$ cat src/rtl/lsu_bus_bridge.sv
// Load/store bridge between the core data port and a valid/ready bus.
// Stalls the core for the whole transaction and rejects illegal or misaligned accesses without issuing them.
module lsu_bus_bridge (
    input  logic        clk,
    input  logic        rst,
    input  logic        core_req,
    input  logic        core_we,
    input  logic [31:0] core_addr,
    input  logic [31:0] core_wdata,
    input  logic [2:0]  core_funct3,
    output logic [31:0] core_rdata,
    output logic        core_stall,
    output logic        err_misaligned,
    output logic        bus_valid,
    input  logic        bus_ready,
    output logic        bus_we,
    output logic [31:0] bus_addr,
    output logic [3:0]  bus_wstrb,
    output logic [31:0] bus_wdata,
    input  logic        bus_rvalid,
    input  logic [31:0] bus_rdata
);

    typedef enum logic [1:0] {IDLE, REQ, WAIT_R, DONE} state_e;

    state_e      state_q, state_d;
    logic        we_q, we_d;
    logic [31:0] addr_q, addr_d;
    logic [3:0]  wstrb_q, wstrb_d;
    logic [31:0] wdata_q, wdata_d;
    logic [2:0]  funct3_q, funct3_d;
    logic [1:0]  off_q, off_d;
    logic [31:0] rdata_q, rdata_d;

    logic        legal;
    logic [3:0]  st_strb;
    logic [31:0] st_data;
    logic [7:0]  ld_byte;
    logic [15:0] ld_half;
    logic [31:0] ld_ext;

    // Unsigned sizes exist only for loads, so stores with funct3[2] set are rejected.
    always_comb begin
        legal = 1'b0;
        case (core_funct3)
            3'b000:  legal = 1'b1;
            3'b100:  legal = !core_we;
            3'b001:  legal = !core_addr[0];
            3'b101:  legal = !core_we && !core_addr[0];
            3'b010:  legal = (core_addr[1:0] == 2'b00);
            default: legal = 1'b0;
        endcase
    end

    always_comb begin
        st_strb = 4'b1111;
        st_data = core_wdata;
        case (core_funct3[1:0])
            2'b00: begin
                st_strb = 4'b0001 << core_addr[1:0];
                st_data = {4{core_wdata[7:0]}};
            end
            2'b01: begin
                st_strb = core_addr[1] ? 4'b1100 : 4'b0011;
                st_data = {2{core_wdata[15:0]}};
            end
            default: ;
        endcase
        if (!core_we) begin
            st_strb = 4'b0000;
        end
    end

    always_comb begin
        ld_byte = bus_rdata[7:0];
        case (off_q)
            2'd1:    ld_byte = bus_rdata[15:8];
            2'd2:    ld_byte = bus_rdata[23:16];
            2'd3:    ld_byte = bus_rdata[31:24];
            default: ;
        endcase
        ld_half = off_q[1] ? bus_rdata[31:16] : bus_rdata[15:0];
        case (funct3_q)
            3'b000:  ld_ext = {{24{ld_byte[7]}}, ld_byte};
            3'b100:  ld_ext = {24'h0, ld_byte};
            3'b001:  ld_ext = {{16{ld_half[15]}}, ld_half};
            3'b101:  ld_ext = {16'h0, ld_half};
            default: ld_ext = bus_rdata;
        endcase
    end

    always_comb begin
        state_d        = state_q;
        we_d           = we_q;
        addr_d         = addr_q;
        wstrb_d        = wstrb_q;
        wdata_d        = wdata_q;
        funct3_d       = funct3_q;
        off_d          = off_q;
        rdata_d        = rdata_q;
        core_stall     = 1'b0;
        err_misaligned = 1'b0;
        bus_valid      = 1'b0;
        case (state_q)
            IDLE: begin
                if (core_req) begin
                    if (legal) begin
                        core_stall = 1'b1;
                        state_d    = REQ;
                        we_d       = core_we;
                        addr_d     = {core_addr[31:2], 2'b00};
                        wstrb_d    = st_strb;
                        wdata_d    = st_data;
                        funct3_d   = core_funct3;
                        off_d      = core_addr[1:0];
                    end else begin
                        err_misaligned = 1'b1;
                    end
                end
            end
            REQ: begin
                bus_valid  = 1'b1;
                core_stall = 1'b1;
                if (bus_ready) begin
                    state_d = we_q ? DONE : WAIT_R;
                end
            end
            WAIT_R: begin
                core_stall = 1'b1;
                if (bus_rvalid) begin
                    rdata_d = ld_ext;
                    state_d = DONE;
                end
            end
            default: state_d = IDLE;
        endcase
    end

    always_ff @(posedge clk or negedge rst) begin
        if (!rst) begin
            state_q  <= IDLE;
            we_q     <= 1'b0;
            addr_q   <= 32'h0;
            wstrb_q  <= 4'h0;
            wdata_q  <= 32'h0;
            funct3_q <= 3'h0;
            off_q    <= 2'h0;
            rdata_q  <= 32'h0;
        end else begin
            state_q  <= state_d;
            we_q     <= we_d;
            addr_q   <= addr_d;
            wstrb_q  <= wstrb_d;
            wdata_q  <= wdata_d;
            funct3_q <= funct3_d;
            off_q    <= off_d;
            rdata_q  <= rdata_d;
        end
    end

    assign bus_we     = we_q;
    assign bus_addr   = addr_q;
    assign bus_wstrb  = wstrb_q;
    assign bus_wdata  = wdata_q;
    assign core_rdata = rdata_q;

endmodule

$ cat config.mk
export PLATFORM = sky130hd
export DESIGN_NAME = lsu_bus_bridge
export DESIGN_NICKNAME = d
export VERILOG_FILES = /design/src/rtl/lsu_bus_bridge.sv
export SDC_FILE = /design/constraint.sdc
export NUM_CORES = 1
export LEC_CHECK = 0
export ABC_AREA = 1
export CORE_MARGIN = 2
export CORE_UTILIZATION = 44
export CTS_BUF_LIST = sky130_fd_sc_hd__clkbuf_16
export DETAILED_ROUTE_END_ITERATION = 6
export PLACE_DENSITY = 0.81
export SLEW_MARGIN = 5
export SYNTH_ARGS = -nofsm -noshare
export SYNTH_HDL_FRONTEND = slang
export SYNTH_SLANG_ARGS = --single-unit
$ cat constraint.sdc
create_clock -name clk -period 1.75 [get_ports clk]
set_input_delay 0.175 -clock clk [delete_from_list [all_inputs] [get_ports clk]]
set_output_delay 0.175 -clock clk [all_outputs]
set_load 0.02 [all_outputs]
==> flow_summary.ini <==
[floorplanning]
core_mm2 = 0.0115
die_h_um = 112
ioPinCount = 209
dieWidth_um = 112
rows = 39
initial_utilization_pct = 45.1
die_area_mm2 = 0.0126

[clock_tree]
cts_setup_buffers = 0
clk_latency_ns = 0.34
cts-root-buf = clkbuf_16
clk_pin_slew_ns = 0.07
numClockSinks = 106
htreeDepth = 3
cts_inserted_buffers = 9
cts_tree = built
cts_buffer_depth = 2

[placed_design]
io_buffers = 206
finalWeightedCongestion = 0.937
dp_hpwl_um = 11600
place_ws_ns = -0.312

[timing]
fmax_mhz = 601
skew_ns = 0.00756
worst_slack_ns = 0.0867
hold_viol_final = 0
drv_slew = 0
slew_headroom_pct = 60.6
tightestPinTransition_ns = 0.591
fin_crit_ns = 1.66
min_period_over_period_pct = 95.0
rsz0062_at_grt = no
setup_viol = 0

[route]
ant_nets = 0
routed_wl_um = 16100
drc_errors = 0
drt_iter0_drc = 397
first_pass_iters = 7
wl_per_cell_um = 16.1
vias = 5280
via_per_inst = 5.26

[critical_path]
r2r-start = state_q[0]
crit_family = buffers and inverters
crit_path_max_incr_delay_ns = 0.42
cp.arrival_ns = 1.49
cp.required_ns = 1.57
crit_path_top_delay_cell = dlygate4sd2_1
end_kind = output pin
r2r_setup_slack_ns = 0.18
critPathBufInv = 2
worstRegToRegCells = 8
crit_chain = inv_1 > ha_1 > dlygate4sd2_1
critPathKind = register to output pin
cp-start-kind = register
reg2reg_to = core_rdata[9]
crit_fanout = 3

[synth]
ys.flop_type = dfrtp_1
synth_xor_area_share_pct = 0
ys_seq_elements = 106
yosys.area_share.simple_pct = 26.3
syn_area_mm2 = 0.00517
netlist_top_cells_count = nand2_1, dfrtp_1, nand3_1
synth_top_area_cell = dfrtp_1
syn_area_per_cell_um2 = 7.94
synth_cells = 651
synthTopCellsByArea = dfrtp_1, nand2_1, nand3_1
synth_mux_area_share_pct = 0
seq_area_frac_synth_pct = 51.3
synth_top_area_share_pct = 51.3
synth-compound-area-share_pct = 12.9
async_flop_share_pct = 100
yosys_warnings = 0
ys_types = 27
post-synth-top-count-cell = nand2_1
synth_top_family_by_area = simple AND/OR/NAND/NOR gates
synthAdderAreaFrac_pct = 0.968
synth_edf_count = 0

[global_routing]
grt_pass1_wl_um = 25700
use_met2_pct = 42.0
grt_antenna_before_repair = 0
grt_start_max_net_pins = 107
use_met1_pct = 31.5
overflow = 0
met3_usage_pct = 9.83
grt_pass1_vias = 5178
top_usage_layer = met2
track_usage_pct = 25.4

[layout]
antenna_cells = 0
area_delta_synth_final_pct = 50.8
multi_input_area_mm2 = 0.00210
nFillCells = 900
drive_gt1_share_pct = 8.48
seq_area_mm2 = 0.00265
num-nets-final = 965

[power_and_ir_drop]
p_leak_nw = 3.71
p_per_area_mw_per_mm2 = 1810
total_power_w = 0.0141
ir_drop_v = 0.00108

[min_path]
min-delay-start = core_addr[27]
hold_depth = 3
hold_class = primary input to register
hold_end = bus_addr[27]

[run_status]
status = finished clean

[job]
drv_cap = 0
[worst max-delay path by stage]
stage                         startpoint        endpoint  slack [ns]  cells past startpoint
after global routing          state_q[1]  err_misaligned       0.007                      5
after floorplan               state_q[0]    bus_addr[21]        0.22                      7
after detailed placement  core_funct3[0]      core_stall       -0.31                      9
after CTS                     state_q[1]      core_stall       0.001                      5
after global placement    core_funct3[0]      core_stall       -0.32                      9
final                         state_q[1]       bus_valid        0.09                      3
[registers in the layout, indices dropped and copies added (netlist names)]
name / flops
bus_we: 1
bus_wstrb: 4
off_q: 2
bus_addr: 30
core_rdata: 32
state_q: 2
funct3_q: 3
bus_wdata: 32
[final cells by class]
| type | count | area share [%] |
|---|---|---|
| Clock buffer | 9 | 2.89 |
| Clock inverter | 7 | 1.07 |
| Inverter | 52 | 2.53 |
| Multi-Input combinational cell | 451 | 27.0 |
| Sequential cell | 106 | 34.0 |
| Tap cell | 143 | 2.29 |
| Timing Repair Buffer | 236 | 30.2 |
[kinds of logic (layout without fill, tap and decap cells)]
kind of cell,after synthesis,count (layout)
buffers and inverters,95,304
flip-flops,106,106
AO/OA/AOI/OAI,122,122
AND/OR/NAND/NOR,323,323
other,1,2
adder cells (fa/ha/maj),4,4
[timing repair]
action	4_1_cts	5_1_grt
cloned	0	1
endpoints found under the hold margin	106	0
hold buffers	1	0
gates resized for setup	8	4
setup endpoints to repair	3	3
pin swaps	0	0
[placed cells by master, fill, tap and decap left out, types with 2 or more instances in the layout]
cell,synthesis,final
clkdlybuf4s50_1,0,202
nand2_1,201,201
dfrtp_1,106,106
nand3_1,65,65
inv_1,49,49
a21oi_1,43,43
nor2_1,34,34
o21ai_1,29,29
buf_4,5,25
o21ai_0,24,24
or2_2,16,16
o211ai_1,15,15
clkbuf_16,0,10
a31oi_1,7,7
nand2_2,4,3
ha_1,4,3
clkinv_1,0,3
buf_12,0,3
inv_2,2,2
nand2_4,1,2
o22ai_1,2,2
conb_1,1,2
bufinv_16,0,2
[layer usage]
metal | part of all wire (%) | up-vias
li1 | - | 2509
met1 | 39 | 2457
met2 | 48 | 292
met3 | 11 | 22
met4 | 1.6 | 0
met5 | 0 | -
[power breakdown]
group | internal (W) | total [W] | switching (W)
sequential | 0.00366 | 0.00441 | 0.000746
combinational | 0.00341 | 0.00757 | 0.00416
clock | 0.00124 | 0.00213 | 0.000895
[worst reg2reg max path, stage by stage (launching register included)]
cell	delay [ns]
dfrtp_1	0.39
inv_1	0.12
ha_1	0.18
nand2_1	0.08
inv_1	0.10
buf_12	0.20
o21ai_0	0.11
a31oi_1	0.19
a21oi_1	0.09
[per-stage QoR]
stage	util (%)	instance area (µm²)	hold WS [ns]	setup TNS [ns]	cells
after floorplan	-	5170	-0.121	0	652
after global placement	64.9	7440	0.286	-10.11	986
after detailed placement	64.9	7440	0.298	-11.20	986
after CTS	67.7	7760	0.374	0	1003
after global routing	68.0	7800	0.380	0	1004
final	68.0	7800	0.383	0	1004
Note: power is estimated with default switching activity, not from simulation.
